File: src/rtl/player1_motion.sv
// Player 1 motion stage: integrates movement code and jump phase into a clamped screen position once per motion tick.
// Optional build macro PLAYER1_MOTION_WRAP_EN makes horizontal motion wrap around instead of clamping.
module player1_motion #(
    parameter int TICK_DIV = 1_000_000,
    parameter int H_STEP   = 2,
    parameter int V_STEP   = 3,
    parameter int X_MIN    = 0,
    parameter int X_MAX    = 608,
    parameter int Y_TOP    = 40,
    parameter int Y_GROUND = 400,
    parameter int X_SPAWN  = 64
) (
    input  logic       clk,
    input  logic       rst,
    input  logic [2:0] state,
    input  logic [3:0] player1_state,
    input  logic [1:0] player1_jump,
    output logic [9:0] player1_x,
    output logic [9:0] player1_y,
    output logic       facing_left,
    output logic       airborne,
    output logic       land_pulse
);

    localparam int CNT_W = $clog2(TICK_DIV);
    localparam logic [CNT_W-1:0] CNT_LAST = CNT_W'(TICK_DIV - 1);

    localparam logic signed [10:0] H_STEP_S   = 11'(H_STEP);
    localparam logic signed [10:0] V_STEP_S   = 11'(V_STEP);
    localparam logic signed [10:0] X_MIN_S    = 11'(X_MIN);
    localparam logic signed [10:0] X_MAX_S    = 11'(X_MAX);
    localparam logic signed [10:0] Y_TOP_S    = 11'(Y_TOP);
    localparam logic signed [10:0] Y_GROUND_S = 11'(Y_GROUND);
    localparam logic [9:0]         SPAWN_X    = 10'(X_SPAWN);
    localparam logic [9:0]         GROUND_Y   = 10'(Y_GROUND);

    logic [CNT_W-1:0]   count;
    logic [2:0]         prev_state;
    logic               level_on;
    logic               level_entry;
    logic               tick;
    logic signed [10:0] x_cur;
    logic signed [10:0] y_cur;
    logic signed [10:0] x_sum;
    logic signed [10:0] y_sum;
    logic [9:0]         x_next;
    logic [9:0]         y_next;
    logic               face_next;

    // NOTE: every combinational output gets a default first so no path leaves it unassigned (no latch).
    always_comb begin
        level_on    = (state != 3'd0);
        level_entry = (prev_state == 3'd0) && level_on;
        tick        = level_on && (count == CNT_LAST);

        x_cur     = signed'({1'b0, player1_x});
        y_cur     = signed'({1'b0, player1_y});
        x_sum     = x_cur;
        face_next = facing_left;
        case (player1_state)
            4'd7: begin
                x_sum     = x_cur + H_STEP_S;
                face_next = 1'b0;
            end
            4'd2: begin
                x_sum     = x_cur - H_STEP_S;
                face_next = 1'b1;
            end
            default: ;
        endcase

`ifdef PLAYER1_MOTION_WRAP_EN
        if (x_sum > X_MAX_S)
            x_next = 10'(X_MIN_S + (x_sum - X_MAX_S) - 11'sd1);
        else if (x_sum < X_MIN_S)
            x_next = 10'(X_MAX_S + (x_sum - X_MIN_S));
        else
            x_next = 10'(x_sum);
`else
        if (x_sum > X_MAX_S)
            x_next = 10'(X_MAX_S);
        else if (x_sum < X_MIN_S)
            x_next = 10'(X_MIN_S);
        else
            x_next = 10'(x_sum);
`endif

        // Rising wins; otherwise gravity pulls down whenever above ground.
        y_sum  = y_cur;
        y_next = player1_y;
        if (player1_jump == 2'd1) begin
            y_sum  = y_cur - V_STEP_S;
            y_next = (y_sum < Y_TOP_S) ? 10'(Y_TOP_S) : 10'(y_sum);
        end else if (y_cur < Y_GROUND_S) begin
            y_sum  = y_cur + V_STEP_S;
            y_next = (y_sum > Y_GROUND_S) ? 10'(Y_GROUND_S) : 10'(y_sum);
        end
    end

    // NOTE: state registers use non-blocking assignments so all of them update from pre-edge values.
    always_ff @(posedge clk or negedge rst) begin
        if (!rst) begin
            count       <= '0;
            prev_state  <= 3'd0;
            player1_x   <= SPAWN_X;
            player1_y   <= GROUND_Y;
            facing_left <= 1'b0;
            airborne    <= 1'b0;
            land_pulse  <= 1'b0;
        end else begin
            prev_state <= state;
            land_pulse <= 1'b0;
            if (!level_on) begin
                count <= '0;
            end else if (level_entry) begin
                count     <= '0;
                player1_x <= SPAWN_X;
                player1_y <= GROUND_Y;
                airborne  <= 1'b0;
            end else if (tick) begin
                count       <= '0;
                player1_x   <= x_next;
                player1_y   <= y_next;
                facing_left <= face_next;
                airborne    <= (y_next != GROUND_Y);
                land_pulse  <= (player1_y != GROUND_Y) && (y_next == GROUND_Y);
            end else begin
                count <= count + 1'b1;
            end
        end
    end

endmodule
File: config.mk
export PLATFORM = sky130hd
export DESIGN_NAME = player1_motion
export DESIGN_NICKNAME = d
export VERILOG_FILES = /design/src/rtl/player1_motion.sv
export SDC_FILE = /design/constraint.sdc
export NUM_CORES = 1
export LEC_CHECK = 0
export ABC_CLOCK_PERIOD_IN_PS = 3600
export BUFFER_PORTS_ARGS = -buffer_cell sky130_fd_sc_hd__buf_2
export CORE_MARGIN = 3
export CORE_UTILIZATION = 40
export CTS_BUF_LIST = sky130_fd_sc_hd__clkbuf_4
export CTS_CLUSTER_DIAMETER = 60
export DETAILED_ROUTE_END_ITERATION = 16
export HOLD_SLACK_MARGIN = 0.06
export PLACE_DENSITY = 0.57
export SLEW_MARGIN = 20
export SYNTH_ARGS = -nofsm -noshare
export SYNTH_HDL_FRONTEND = slang
export SYNTH_SLANG_ARGS = --single-unit
File: constraint.sdc
create_clock -name clk -period 3.6 [get_ports clk]
set_input_delay 0.54 -clock clk [delete_from_list [all_inputs] [get_ports clk]]
set_output_delay 0.54 -clock clk [all_outputs]
set_load 0.005 [all_outputs]
# == Yosys cells after proc, flatten, opt, wreduce, memory -nomap -nowiden ==
# Cells that the tools add are included.
# word_totals
register_bits,46
inputBits,11
output_inout_bits,23
wordCells,54
# classes
addsub,5
magnitude_cmp,5
n_eq_ne,7
muxes,20
bitwise_logic,1
reduce_logical,9
# ops
cell,n
$mux W10,10
$mux W20,3
$add A10 B2 Y11 const B,2
$pmux W11 S2,1
$sub A10 B2 Y11 const B,2
$add A20 B1 Y20 const B,1
$eq A20 B20 Y1 const B,1
$ne A10 B9 Y1 const B,2
$gt A11 B10 Y1 const B,1
$gt A11 B11 Y1 const B,1
$lt A11 B1 Y1 const B,1
$lt A11 B7 Y1 const B,1
$eq A10 B9 Y1 const B,1
$lt A10 B9 Y1 const B,1
$mux W1,5
$eq A4 B2 Y1 const B,1
$eq A4 B3 Y1 const B,1
$reduce_and A4 Y1,1
$reduce_bool A2 Y1,2
$logic_and A1 B1 Y1,3
$logic_not A3 Y1,1
$reduce_bool A3 Y1,1
$eq A2 B1 Y1 const B,1
$pmux W1 S2,1
2 further kinds,2

# == Longest topological paths before layout ==
# depth
depth_word,10
depth_mapped,12
mapped_depth_nobuf,11

# == Worst setup path after synthesis ==
# Ideal clock, no wire load.
# synth_path
path_kind,input to register
startpoint,input player1_state[0]
endpoint,register player1_x[1]
setup_ns,0.079
arrival_ns,3.132
required_time_ns,3.521
path_slack_ns,0.388
cell_stages,12
n_path_buf,1
cell_sequence,buf_2 > nor4b_4 > xnor2_1 > ha_1 > or4_1 > nor3b_1 > o21ai_1 > xor2_1 > a21oi_1 > nor4_2 > a21oi_1 > mux2i_1
# synth_via
elab_chain_cells,7
word_cells_on_any_way,9
cone_classes,order compare: 2; eq/ne: 2; mux: 5
# synth_rtl
item,line,source
start: declaration,16,"input logic [3:0] player1_state,"
$eq A4 B2 Y1 or $eq A4 B3 Y1 (tied branches),60,case (player1_state)
$pmux W11 S2 *,60,
$lt A11 B1 Y1,82,else if (x_sum < X_MIN_S)
$mux W10,82,
$mux W10 *,80,if (x_sum > X_MAX_S)
$mux W10 *,120,end else if (tick) begin
$mux W10 *,115,end else if (level_entry) begin
end signal: assignment,122,player1_x <= x_next;
end: declaration,18,"output logic [9:0] player1_x,"
# Mark *: on every way between the ends. The rest lies on a longest branch, timed or not. The select of a mux whose other input is x is not followed.
# A chain may end at the register's enable or synchronous reset.

# == Worst setup path after layout ==
# layout_path
startpoint,register player1_x[2]
endpoint,register player1_x[8]
# layout_via
elab_chain_cells,7
word_cells_on_any_way,9
cone_classes,add/sub: 2; order compare: 2; mux: 5
# layout_rtl
item,line
$sub A10 B2 Y11 or $add A10 B2 Y11 (tied branches),"66, 62"
$pmux W11 S2 *,60
$lt A11 B1 Y1,82
$mux W10,82
$mux W10 *,80
$mux W10 *,120
$mux W10 *,115
# Marks and branches as above.

==> impl_metrics.env <==
export IMPL_status="complete, no violations"
export IMPL_gp_congestion=0.905
export IMPL_fillerInstances=773
export IMPL_crit_path_max_fanout=9
export IMPL_synth_seq_cells=45
export IMPL_clock_root_buffer="clkbuf_4"
export IMPL_die_w_um=97.3
export IMPL_timing_hold_ws_ns=0.302
export IMPL_regArea_mm2=0.00113
export IMPL_grt_pass1_vias=3017
export IMPL_hold_violations=0
export IMPL_vias=3123
export IMPL_synth_cell_area_mm2=0.00333
export IMPL_gr_total_overflow=0
export IMPL_die_h_um=97.3
export IMPL_yosys_top_cells_area="dfrtp_1 (31%), xor2_1 (5.3%), nor2_1 (5.2%)"
export IMPL_grt_usage=0.183
export IMPL_ys_warn_count=0
export IMPL_io_buffers=32
export IMPL_avgSynthCellArea_um2=8.41
export IMPL_holdBufCountCts=0
export IMPL_post_drt_wl_per_cell_um=16.5
export IMPL_drt_wl_total_um=8590
export IMPL_tightestPinTransition_ns=1.00
export IMPL_finalClockSkew_ns=0.0176
export IMPL_synthCells=396
export IMPL_hold_depth=1
export IMPL_cts_reportedPaths_clkPinSlew_ns=0.15
export IMPL_ant_nets=0
export IMPL_finalCriticalPeriod_ns=3.24
export IMPL_synthArstFlopShare=1.00
export IMPL_vdd_ir_drop_max_v=0.000197
export IMPL_crit_required_ns=3.89
export IMPL_setup_viol=0
export IMPL_hp_class="input pin to flip-flop"
export IMPL_grt_max_degree=46
export IMPL_worst_hold_startpoint="state[1]"
export IMPL_power_leakage_uw=0.00152
export IMPL_drive_above_1_share=0.174
export IMPL_power_density_mw_per_mm2=242
export IMPL_hpwl_um=6320
export IMPL_grt_pass1_wl_um=14800
export IMPL_antenna_found_initial=0
export IMPL_yosys_area_top_type="dfrtp_1"
export IMPL_cts_resized=0
export IMPL_synth_nets=413
export IMPL_relSlewSlack=0.325
export IMPL_cts_buffers=5
export IMPL_cts_max_level=2
export IMPL_crit_type="flip-flop to flip-flop"
export IMPL_clk_latency_ns=0.36
export IMPL_worst_endpoint_arrival_ns=3.53
export IMPL_maxCapViolations=0
export IMPL_post_cts_buffers=0
export IMPL_yosysSeqAreaShare=0.339
export IMPL_via_per_inst=5.99
export IMPL_r2r_start="player1_x[2]"
export IMPL_synth_distinct_cells=70
export IMPL_critical_path_startpoint="player1_x[2]"
export IMPL_dr_pass1_iters=4
export IMPL_ys_flop_type="dfrtp_1"
export IMPL_diodes=0
export IMPL_io_pins=34
export IMPL_rsz0062_at_grt="no"
export IMPL_row_count=32
export IMPL_ctsLongestPathBuffers=2
export IMPL_nets=435
export IMPL_syn2layout_area_growth_pct=9.39
export IMPL_multiInputGateArea_mm2=0.00204
export IMPL_cp_start_kind="flip-flop"
export IMPL_cts_tree="yes"
export IMPL_core_area_mm2=0.00789
export IMPL_maxSlewViolCount=0
export IMPL_cp_end_kind="flip-flop"
export IMPL_drc=0
export IMPL_die_area_mm2=0.00946
export IMPL_rr_worst_depth=11
export IMPL_dr_first_iter_drc_count=162
export IMPL_finalCritPeriodShare=0.901
export IMPL_max_freq_mhz=308
export IMPL_clkSinkCount=45
export IMPL_start_util=0.422
export IMPL_setup_tns_ns=0
export IMPL_synth_top_area_frac=0.308
export IMPL_synth_enable_flop_cells=0
-- final timing paths --
check,slack [ns],end
min,0.30,prev_state[1]
max reg2reg,0.36,player1_x[8]
min in group asynchronous,0.33,player1_x[4]
max in group asynchronous,2.65,count[19]
min reg2reg,0.49,count[0]
max,0.36,player1_x[8]
-- sequential cells by signal (all words and copies together) (netlist names) --
name and flops:
airborne 1, facing_left 1, player1_x 9, player1_y 10
prev_state 3, land_pulse 1, count 20
-- cell families (layout without fill, tap and decap cells) --
logic type,count (synthesis),count (layout),share of synthesized area
DFF,45,45,0.339
muxes,3,3,0.00901
other,1,1,0.00113
xor gates and xnor gates,29,29,0.0762
and+or+nand+nor,185,185,0.320
buffers and inverters,40,63,0.0496
adders and majority gates,6,6,0.0225
AOI/OAI and AO/OA,87,87,0.183
-- routing by layer --
layer	track usage	part of all wire
met1	0.244	0.46
met4	0.0554	0.019
met3	0.0251	0.039
met2	0.308	0.49
met5	0	0
-- critical path, stage by stage, from the launching register on --
cell,delay (ns)
dfrtp_1,0.54
inv_1,0.12
xnor2_1,0.15
ha_1,0.23
or4_1,0.46
nor3b_1,0.26
o21ai_1,0.12
xor2_1,0.31
a21oi_1,0.12
nor4_2,0.52
inv_1,0.14
o21ai_0,0.19
-- synthesized netlist by cell type, types with 3 or more instances --
cell type  count
a211oi_1       5
a21o_1         5
a21oi_1       22
a31oi_1        3
and3_1         8
and4_1         3
buf_2          3
clkbuf_1      20
dfrtp_1       41
dfstp_2        4
ha_1           6
inv_1         13
mux2i_1        3
nand2_1       29
nand2b_1       6
nand3_1       21
nand4_1        8
nor2_1        46
nor3_1        16
nor3b_1        5
nor4_1         7
nor4b_1        5
o211ai_1       3
o21ai_0       16
o21ai_1        3
or3_1          4
or4_1          4
or4b_1         3
xnor2_1        9
xor2_1        20
-- cell usage in the layout, fill, tap and decap left out, types with 9 or more instances in the layout --
cell,synthesis,routed
nand3_1,21,21
buf_4,1,10
o21ai_0,16,16
xor2_1,20,20
nand2_1,29,29
a21oi_1,22,22
xnor2_1,9,9
buf_2,3,32
inv_1,13,13
nor2_1,46,46
dfrtp_1,41,41
nor3_1,16,16
-- where the power goes --
| group | switching (uW) | internal, uW | leakage (uW) |
|---|---|---|---|
| clock network | 167 | 84.1 | 0.0000279 |
| logic | 55.2 | 33.2 | 0.000891 |
| registers | 16.1 | 525 | 0.000598 |
-- through the flow --
stage	worst slack, ns	area [um^2]	util	total power [uW]	std cells
after detailed placement	0.111	3580	0.454	640	513
after global placement	0.341	3580	0.454	639	513
after CTS	0.419	3640	0.462	893	521
final	0.358	3640	0.462	880	521
after floorplan	0.388	3330	-	609	396
after global routing	0.144	3640	0.462	932	521
-- layout make-up --
type / instances / share of cell area
multi-input cells: 311 / 0.560
clock inverters: 2 / 0.00412
flip-flops and latches: 45 / 0.310
inverters: 13 / 0.0134
well taps: 102 / 0.0350
clock buffers: 6 / 0.0124
repair buffers: 42 / 0.0645
Note: power is estimated with default switching activity, not from simulation.
